==> src/rtl/instruction_fetcher_pkg.sv <==
// rtl/instruction_fetcher_pkg.sv - shared Isa package: instruction word layout and op-codes
package Isa;

  typedef enum logic [7:0] {
    NOP   = 8'h00,
    ADD   = 8'h01,
    MUL   = 8'h02,
    AND   = 8'h03,
    OR    = 8'h04,
    XOR   = 8'h05,
    LOAD  = 8'h06,
    STORE = 8'h07
  } Opcode;

  typedef struct packed {
    Opcode      op;
    logic [7:0] a;
    logic [7:0] b;
    logic [7:0] c;
  } Instruction;

endpackage

==> src/rtl/instruction_fetcher_fifo.sv <==
// rtl/instruction_fetcher_fifo.sv - synchronous prefetch FIFO; head is zero while empty
module instruction_fifo #(
  parameter int WIDTH = 32,
  parameter int DEPTH = 4
) (
  input  logic                       i_clock,
  input  logic                       i_reset,
  input  logic                       push,
  input  logic [WIDTH-1:0]           push_data,
  input  logic                       pop,
  output logic [WIDTH-1:0]           pop_data,
  output logic                       empty,
  output logic                       full,
  output logic [$clog2(DEPTH):0]     count
);

  localparam int PW = $clog2(DEPTH);

  logic [WIDTH-1:0] mem [DEPTH];
  logic [PW-1:0]    wr_ptr;
  logic [PW-1:0]    rd_ptr;
  logic             do_push;
  logic             do_pop;

  assign empty    = (count == '0);
  assign full     = (count == (PW+1)'(DEPTH));
  assign do_pop   = pop && !empty;
  assign do_push  = push && (!full || do_pop);
  assign pop_data = empty ? '0 : mem[rd_ptr];

  always_ff @(posedge i_clock) begin
    if (do_push) mem[wr_ptr] <= push_data;
  end

  // DEPTH is a power of two, so pointers wrap by plain overflow
  always_ff @(posedge i_clock or negedge i_reset) begin
    if (!i_reset) begin
      wr_ptr <= '0;
      rd_ptr <= '0;
      count  <= '0;
    end else begin
      if (do_push) wr_ptr <= wr_ptr + 1'b1;
      if (do_pop)  rd_ptr <= rd_ptr + 1'b1;
      case ({do_push, do_pop})
        2'b10:   count <= count + 1'b1;
        2'b01:   count <= count - 1'b1;
        default: count <= count;
      endcase
    end
  end

endmodule

==> src/rtl/instruction_fetcher.sv <==
// rtl/instruction_fetcher.sv - streams a program from single-port RAM to the processor
module instruction_fetcher
  import Isa::*;
#(
  parameter int ADDR_WIDTH = 10,
  parameter int FIFO_DEPTH = 4
) (
  input  logic                          i_clock,
  input  logic                          i_reset,
  input  logic                          i_start,
  input  logic [ADDR_WIDTH-1:0]         i_base_addr,
  input  logic [ADDR_WIDTH:0]           i_length,
  output logic                          o_ram_read_en,
  output logic [ADDR_WIDTH-1:0]         o_ram_addr,
  input  logic [$bits(Instruction)-1:0] i_ram_rdata,
  output logic [$bits(Instruction)-1:0] o_instruction,
  output logic                          o_valid,
  input  logic                          i_ready,
  output logic                          o_busy,
  output logic                          o_done
);

  localparam int IW = $bits(Instruction);
  localparam int CW = $clog2(FIFO_DEPTH) + 1;
  localparam logic [CW:0] CREDIT_LIMIT = (CW+1)'(FIFO_DEPTH);

  typedef enum logic [1:0] {IDLE, FETCH, DRAIN, DONE} state_t;

  state_t                state;
  logic [ADDR_WIDTH-1:0] base;
  logic [ADDR_WIDTH:0]   length;
  logic [ADDR_WIDTH:0]   issued;
  logic [ADDR_WIDTH:0]   accepted;
  logic                  inflight;
  logic [CW-1:0]         fifo_count;
  logic                  fifo_empty;
  logic                  fifo_full;
  logic                  strobe;
  logic                  pop;
  logic [CW:0]           credit_used;

  // a read in flight already owns a FIFO slot, so it counts against the credit
  assign credit_used = {1'b0, fifo_count} + {{CW{1'b0}}, inflight};
  assign strobe      = (state == FETCH) && (issued != length) && !fifo_full
                       && (credit_used < CREDIT_LIMIT);
  assign pop         = !fifo_empty && i_ready;

  assign o_ram_read_en = strobe;
  assign o_ram_addr    = strobe ? base + issued[ADDR_WIDTH-1:0] : '0;
  assign o_valid       = !fifo_empty;
  assign o_busy        = (state != IDLE);
  assign o_done        = (state == DONE);

  instruction_fifo #(
    .WIDTH (IW),
    .DEPTH (FIFO_DEPTH)
  ) u_fifo (
    .i_clock   (i_clock),
    .i_reset   (i_reset),
    .push      (inflight),
    .push_data (i_ram_rdata),
    .pop       (pop),
    .pop_data  (o_instruction),
    .empty     (fifo_empty),
    .full      (fifo_full),
    .count     (fifo_count)
  );

  always_ff @(posedge i_clock or negedge i_reset) begin
    if (!i_reset) begin
      state    <= IDLE;
      base     <= '0;
      length   <= '0;
      issued   <= '0;
      accepted <= '0;
      inflight <= 1'b0;
    end else begin
      inflight <= strobe;
      if (strobe) issued   <= issued + 1'b1;
      if (pop)    accepted <= accepted + 1'b1;
      case (state)
        IDLE: begin
          if (i_start) begin
            base     <= i_base_addr;
            length   <= i_length;
            issued   <= '0;
            accepted <= '0;
            state    <= (i_length == '0) ? DONE : FETCH;
          end
        end
        FETCH: if (strobe && (issued + 1'b1 == length)) state <= DRAIN;
        DRAIN: if (pop && (accepted + 1'b1 == length)) state <= DONE;
        default: state <= IDLE;
      endcase
    end
  end

endmodule

==> config.mk <==
export PLATFORM = sky130hd
export DESIGN_NAME = instruction_fetcher
export DESIGN_NICKNAME = d
export VERILOG_FILES = /design/src/rtl/instruction_fetcher_pkg.sv /design/src/rtl/instruction_fetcher_fifo.sv /design/src/rtl/instruction_fetcher.sv
export SDC_FILE = /design/constraint.sdc
export NUM_CORES = 1
export LEC_CHECK = 0
export CELL_PAD_IN_SITES_DETAIL_PLACEMENT = 0
export CELL_PAD_IN_SITES_GLOBAL_PLACEMENT = 1
export CORE_UTILIZATION = 45
export DETAILED_ROUTE_END_ITERATION = 8
export PLACE_DENSITY_LB_ADDON = 0.1
export SYNTH_ARGS = -nofsm -noshare
export SYNTH_HDL_FRONTEND = slang
export SYNTH_HIERARCHICAL = 1
export SYNTH_SLANG_ARGS = --single-unit
export TNS_END_PERCENT = 5
==> constraint.sdc <==
create_clock -name i_clock -period 7.6 [get_ports i_clock]
set_clock_uncertainty 0.2 [all_clocks]
set_input_delay 0.76 -clock i_clock [delete_from_list [all_inputs] [get_ports i_clock]]
set_output_delay 0.76 -clock i_clock [all_outputs]
set_load 0.01 [all_outputs]
# Word-level counts from Yosys, hierarchy flattened
# Memories as Yosys holds them, arrays and structs flattened.
# Cells that the tools add are included.
# word_totals
reg_bits	53
ramBits	128
inputBits	57
out_inout_bits	46
elab_cells	65
mem_count	1
# op_classes
n_addsub	8
n_lt_le_gt_ge	1
eq_ne	12
mux	16
n_reduce_logical	18
# mem_list
name	depth	word_bits	rd	rd_ports_with_merged_regs	write_ports	line	source
u_fifo.mem	4	32	1	0	1	instruction_fetcher_fifo.sv:19	logic [WIDTH-1:0] mem [DEPTH];
# ops
op	count
$mux 11	6
$mux 32	1
$add 11x1->11 const B	2
$eq 11x11->1	2
$logic_not 11->1	1
$ne 11x11->1	1
$add 10x10->10	1
$mux 10	1
$logic_and 1x1->1	8
$mux 2	4
$eq 2x2->1 const B	3
$pmux 2 s3	1
$pmux 3 s2	1
$add 2x1->2 const B	2
$add 3x1->4	1
$eq 2x1->1 const B	2
$lt 4x3->1 const B	1
$ne 2x2->1 const B	2
$reduce_bool 2->1	2
$add 3x1->3 const B	1
$eq 3x3->1 const B	1
$logic_not 3->1	1
$reduce_and 3->1	1
$sub 3x1->3 const B	1
other kinds (6)	8

# Logic depth before layout (Yosys ltp)
# depth
ltp_word	8
depth_mapped	12
depth_no_buf	10

# By module
# Netlist, hierarchy kept.
# by_module_without_submodules
module	n_inst	cells_each	area_each_um2	seq_area_each_um2
instruction_fifo	1	258	5353.9	4018.9
instruction_fetcher	1	334	3135.5	1151.1

# Worst setup path before layout
# Ideal clock, no wire load.
# synth_path
path_type	register -> output
start	reg issued[1]
end	out o_ram_addr[9]
arrival_ns	2.178
required_ns	6.640
slack_ns	4.462
stages_incl_launch_ff	9
cell_sequence	dfrtp_1 -> ha_1 -> a21o_1 -> a21oi_1 -> o21ai_0 -> a2111oi_0 -> o31ai_1 -> xnor2_1 -> nor2_1
# synth_via
elab_chain_len	5
# synth_lines
item	line	source
start: declaration	instruction_fetcher.sv:32	logic [ADDR_WIDTH:0] issued;
start signal: assignment	instruction_fetcher.sv:79	if (strobe) issued <= issued + 1'b1;
branches (longest 4 deep; another with $add 10x10->10)	--	
$mux 10 (*)	instruction_fetcher.sv:49	assign o_ram_addr = strobe ? base + issued[ADDR_WIDTH-1:0] : '0;
end: declaration	instruction_fetcher.sv:14	output logic [ADDR_WIDTH-1:0] o_ram_addr,
# Mark *: on every way between the ends.

# Worst setup path in the final report
# Ends and elaborated chain as after synthesis.

==> results.json <==
{
  "drc": 0,
  "ys_async_sr_fraction_pct": 29.3,
  "path_cells": "ha_1 -> a21o_1 -> a21oi_1 -> o21ai_0 -> a2111oi_0 -> o31ai_1 -> xnor2_1 -> nor2_1 -> clkdlybuf4s50_1",
  "cp_slowest_cell": "a2111oi_0",
  "synth_area_leader_cell": "edfxtp_1",
  "synth_edf_count": 128,
  "synth.cell_area_um2": 8490,
  "initial_core_util_pct": 46.6,
  "die-area_um2": 19400,
  "synth_flop_cell": "edfxtp_1",
  "yosysUniqueCellTypes": 58,
  "totalWireLength_mm": 16.8,
  "fmax_ghz": 0.224,
  "grt_max_degree": 54,
  "fin_tns_setup_ns": 0,
  "finalSetupViolations": 0,
  "maxSlewHeadroom_pct": 38.0,
  "grt_pass1_vias": 5276,
  "routedWlPerCell_um": 18.1,
  "gp_congestion": 0.834,
  "drive_gt1_share_pct": 15.0,
  "io-pin-count": 103,
  "port_buffers": 102,
  "setup.worst_path.start_class": "register",
  "syn_inst": 592,
  "max_stage_delay_ns": 0.72,
  "core_area_um2": 18200,
  "p_per_area_nw_per_um2": 369,
  "crit_arrival_ns": 3.51,
  "tightest_slew_ns": 0.930,
  "hold_path.class": "input pin to async pin",
  "cp.required_ns": 6.64,
  "post-dp-hpwl_mm": 10.8,
  "p_leak_nw": 3.75,
  "multi_input_area_um2": 3100,
  "vias": 4937,
  "grt_usage_pct": 18.6,
  "clk-insertion-delay-late_ns": 0.43,
  "n_fill_cell": 1475,
  "yosys-top-cells-area": "edfxtp_1, dfrtp_1, mux4_2",
  "htree_levels": 4,
  "end_kind": "output pin",
  "rows": 49,
  "yosys_warnings": 6,
  "first_iter_violations": 216,
  "cts.sinks": 181,
  "clkTransAtPathRegs_ns": 0.08,
  "postCtsHoldBufs": 0,
  "cap_violations": 0,
  "synth.net_count": 671,
  "cts_tree": "yes",
  "viasPerCell": 5.31,
  "finalHoldViolCount": 0,
  "antenna_cells": 0,
  "run_status": "completed",
  "period_needed_ns": 4.47,
  "fin_hold_ws_ns": 0.243,
  "nets": 767,
  "die_y_um": 139,
  "period_share_pct": 58.8,
  "avgSynthCellArea_um2": 14.3,
  "syn2layout_area_growth_pct": 21.4,
  "vdd_drop_max_v": 0.000239,
  "cts_resized": 0,
  "ys_seq_area_share_pct": 60.9,
  "cts_buffers": 17,
  "die_x_um": 139,
  "post-synth-top-area-fraction_pct": 45.3,
  "cts_buffer_depth": 2,
  "first_pass_iters": 4,
  "detail-route-antenna-nets": 0,
  "clockRootBuffer": "clkbuf_16",
  "post_cts_buffers": 0,
  "grt_overflow": 0,
  "rsz0062_at_grt": "no",
  "path_buf_inv": 1,
  "critPathKind": "register to output pin",
  "seqCellArea_um2": 5170,
  "grt_pass1_wl_mm": 27.5,
  "crit_family": "compound AO/OA/AOI/OAI gates",
  "slew_violations": 0,
  "antenna_found_initial": 0,
  "cp_max_fo": 8,
  "synth-seq-cells": 181
}
==> flip-flops by register name (all words and copies together) (netlist names) <==
signal and flops:
u_fifo/count 3, state 2, length 11, inflight 1
u_fifo/rd_ptr 2, u_fifo/wr_ptr 2, u_fifo/mem 128, base 10
accepted 11, issued 11
==> placed cells by master, fill, tap and decap left out, types with 11 or more instances in the layout <==
cell and count:
o21ai_0 17, clkdlybuf4s50_1 101, inv_1 19, dfrtp_1 52
xnor2_1 28, mux4_2 32, and2_1 39, edfxtp_1 128
nand2_1 20, ha_1 20, nand3_1 18, a21oi_1 11
mux2_2 20, xor2_1 35, clkbuf_16 17, nor2_1 39
==> area by class of cell <==
cell class,instances,share of cell area [%]
clock buffer,17,4.13
clock inverter,15,1.88
inverter,20,0.728
multi-input combinational,361,30.1
sequential,181,50.2
tap,229,2.78
timing repair buffer,107,10.2
==> cells in the mapped netlist (17+ instances only) <==
library cell	n
dfrtp_1	53
nand2_1	20
xor2_1	35
edfxtp_1	128
and2_1	39
nor2_1	39
mux4_2	32
ha_1	20
xnor2_1	28
mux2_2	20
o21ai_0	17
nand3_1	18
inv_1	19
==> power breakdown <==
group / internal, W / total, W / switching [W]
combinational: 0.000819 / 0.00151 / 0.000692
sequential: 0.00125 / 0.00141 / 0.000161
clock: 0.000450 / 0.000880 / 0.000429
total: 0.00252 / 0.00381 / 0.00128
==> worst register-to-register path: cells and delay by family (launching register included) <==
kind	cells	cell delay, ns
AND/OR/NAND/NOR	5	1.38
flip-flops	1	0.45
AO/OA/AOI/OAI	1	0.45
buffers and inverters	2	0.37
multiplexers	1	0.33
==> stage by stage <==
step	instance area, um^2	util [%]	total power [W]	instances	setup WS, ns
2_1_floorplan	8490	-	0.00238	592	4.46
3_3_place_gp	9690	53.2	0.00294	898	3.68
3_5_place_dp	9690	53.2	0.00297	898	3.66
4_1_cts	10300	56.6	0.00386	930	3.15
5_1_grt	10300	56.6	0.00404	930	2.72
6_report	10300	56.6	0.00381	930	3.13
==> worst paths after layout <==
| kind | startpoint | endpoint | slack [ns] | cells after the start |
|---|---|---|---|---|
| hold / removal | i_reset | base[5] | 0.24 | 2 |
| hold reg to reg | base[0] | base[0] | 0.32 | 1 |
| min in group i_clock | base[0] | base[0] | 0.32 | 1 |
| setup reg to reg | u_fifo/count[2] | state[1] | 4.32 | 9 |
| max in group asynchronous | i_reset | u_fifo/rd_ptr[0] | 6.44 | 2 |
| setup / recovery | issued[1] | o_ram_addr[9] | 3.13 | 9 |
==> cells by family (layout without fill, tap and decap cells) <==
family / after synthesis / in the layout / share of synthesized area (%)
xor gates and xnor gates: 63 / 63 / 6.50
AOI/OAI and AO/OA: 51 / 51 / 4.20
buffers and inverters: 50 / 159 / 2.56
DFF: 181 / 181 / 60.9
adders and majority gates: 22 / 22 / 3.42
and+or+nand+nor: 170 / 170 / 10.8
muxes: 55 / 55 / 11.6
==> layer usage <==
metal  vias up  global-route usage (%)  share of wire [%]
met5         -                       0                  0
li1       2372                       -                  -
met3        12                    4.13                4.1
met4         0                    5.96                1.0
met1      2455                    25.0                 46
met2        98                    30.1                 49
No activity file was read; power rests on OpenSTA's default activity.
==> edit, RTL diff (config.mk and constraints unchanged) <==
Encoding of `state_t`: now Gray code (2 bits for 4 states).
--- a/src/rtl/instruction_fetcher.sv
+++ b/src/rtl/instruction_fetcher.sv
@@ -25,5 +25,5 @@
   localparam logic [CW:0] CREDIT_LIMIT = (CW+1)'(FIFO_DEPTH);
 
-  typedef enum logic [1:0] {IDLE, FETCH, DRAIN, DONE} state_t;
+  typedef enum logic [1:0] {IDLE = 2'b00, FETCH = 2'b01, DRAIN = 2'b11, DONE = 2'b10} state_t;
 
   state_t                state;
Behaviour: same outputs for any inputs over 10 cycles, from zero or initial values and one cycle with i_reset low; not proved beyond that.
==> edit against the original RTL <==
- first-iteration DRC count rose by 33%
- routed wire length rose by 3.3%
- power rose by 8.8%
- area after synthesis rose by 0.47%
- sequential share of layout area rose by 0.12 points
- sequential power rose by 9%
- design area fell by 0.23%
- setup slack improved by 430 ps
- die area rose by 0.47%
- sequential cell count did not move
- global-route usage rose by 0.30 points
- clock power fell by 1%
- critical path type unchanged
- critical endpoint is now o_ram_addr[0]
- largest cell class unchanged
==> edit: results (changes against the original RTL) <==
| Metric | Value |
|---|---|
| Mux contribution to synthesized area | 8.98% (was 11.6%) |
| M1 GR Usage | 25.4% (was 25.0%) |
| ClkCell Share | 5.80% (was 6.01%) |
| Inverters | 23 (was 20) |
| CP max stage delay | 500 ps (was 720 ps) |
| CP max stage cell | dfrtp_1 (was a2111oi_0) |
| Synth area leaders | edfxtp_1, dfrtp_1, mux4_2 (unchanged) |
| Post-Synth Adder-Cell Area | 2.67% (was 3.42%) |
| Met3 Usage GRT | 4.03% (was 4.13%) |
| DRT iter0 DRCs | 288 (was 216) |
| Buffering overhead | 10.2% (about the same) |
| Global-route wire length before repair | 28.0 mm (was 27.5 mm) |
| CP Data Arrival Time | 3080 ps (was 3510 ps) |
| Metal3 WL | 574 µm (was 682 µm) |
| CP Launch Point | issued[3]$_DFF_PN0_ (was issued[1]$_DFF_PN0_) |
| Max IR drop VDD | 183 µV (was 239 µV) |
| Compound-Gate Fraction of Synth Area | 4.28% (was 4.20%) |
| Fraction of layout instances using a drive strength above 1 | 12.6% (was 15.0%) |
| Vias in the first global route | 5315 (was 5276) |
| CP max FO | 11 (was 8) |
| Fillers | 1517 (was 1475) |
| Grt met2 use | 31.3% (was 30.1%) |
| Nonclk buf count | 106 (was 107) |
| Placer Congestion | 0.839 (was 0.834) |
| Vias | 5217 (was 4937) |
| DRT met1 WL | 8.08 mm (was 7.70 mm) |
| Slew HR | 23.6% (was 38.0%) |
| WL final | 17.4 mm (was 16.8 mm) |
| P_leak | 3.75 nW (about the same) |
| Run status | complete, no violations (unchanged) |
==> edit: power groups by stage <==
| stage | Clock [W] | Combinational (W) | Sequential, W |
|---|---|---|---|
| final | 0.000867 | 0.00173 | 0.00154 |
| after global routing | 0.000932 | 0.00191 | 0.00158 |
| after CTS | 0.000888 | 0.00176 | 0.00155 |
| after detailed placement | 0 | 0.00175 | 0.00157 |
| after global placement | 0 | 0.00174 | 0.00155 |
| after floorplan | 0 | 0.00126 | 0.00142 |
==> edit: metrics by stage <==
| step | hold slack (ps) | setup slack [ps] | std cells | instance area [µm²] | total power (W) |
|---|---|---|---|---|---|
| 6_report | 253 | 3560 | 975 | 10300 | 0.00414 |
| 2_1_floorplan | 252 | 4520 | 642 | 8530 | 0.00268 |
| 4_1_cts | 281 | 3530 | 975 | 10300 | 0.00419 |
| 3_5_place_dp | 291 | 3820 | 943 | 9690 | 0.00331 |
| 3_3_place_gp | 292 | 3950 | 943 | 9690 | 0.00329 |
| 5_1_grt | 317 | 3310 | 975 | 10300 | 0.00442 |
==> edit: worst min path at each step <==
stage | from | to | depth (start not counted)
after global routing | i_reset | base[7]$_DFFE_PN0P_ | 2
after global placement | base[9]$_DFFE_PN0P_ | base[9]$_DFFE_PN0P_ | 2
final | i_reset | base[8]$_DFFE_PN0P_ | 2
after detailed placement | base[9]$_DFFE_PN0P_ | base[9]$_DFFE_PN0P_ | 2
after CTS | i_reset | base[7]$_DFFE_PN0P_ | 2
after floorplan | base[0]$_DFFE_PN0P_ | base[0]$_DFFE_PN0P_ | 2
==> edit: critical path, delay by kind of cell, from the launching register on <==
kind | cells | cell delay [ps]
xor+xnor | 1 | 210
buf+inv | 2 | 710
flops | 1 | 500
simple gates | 4 | 1220
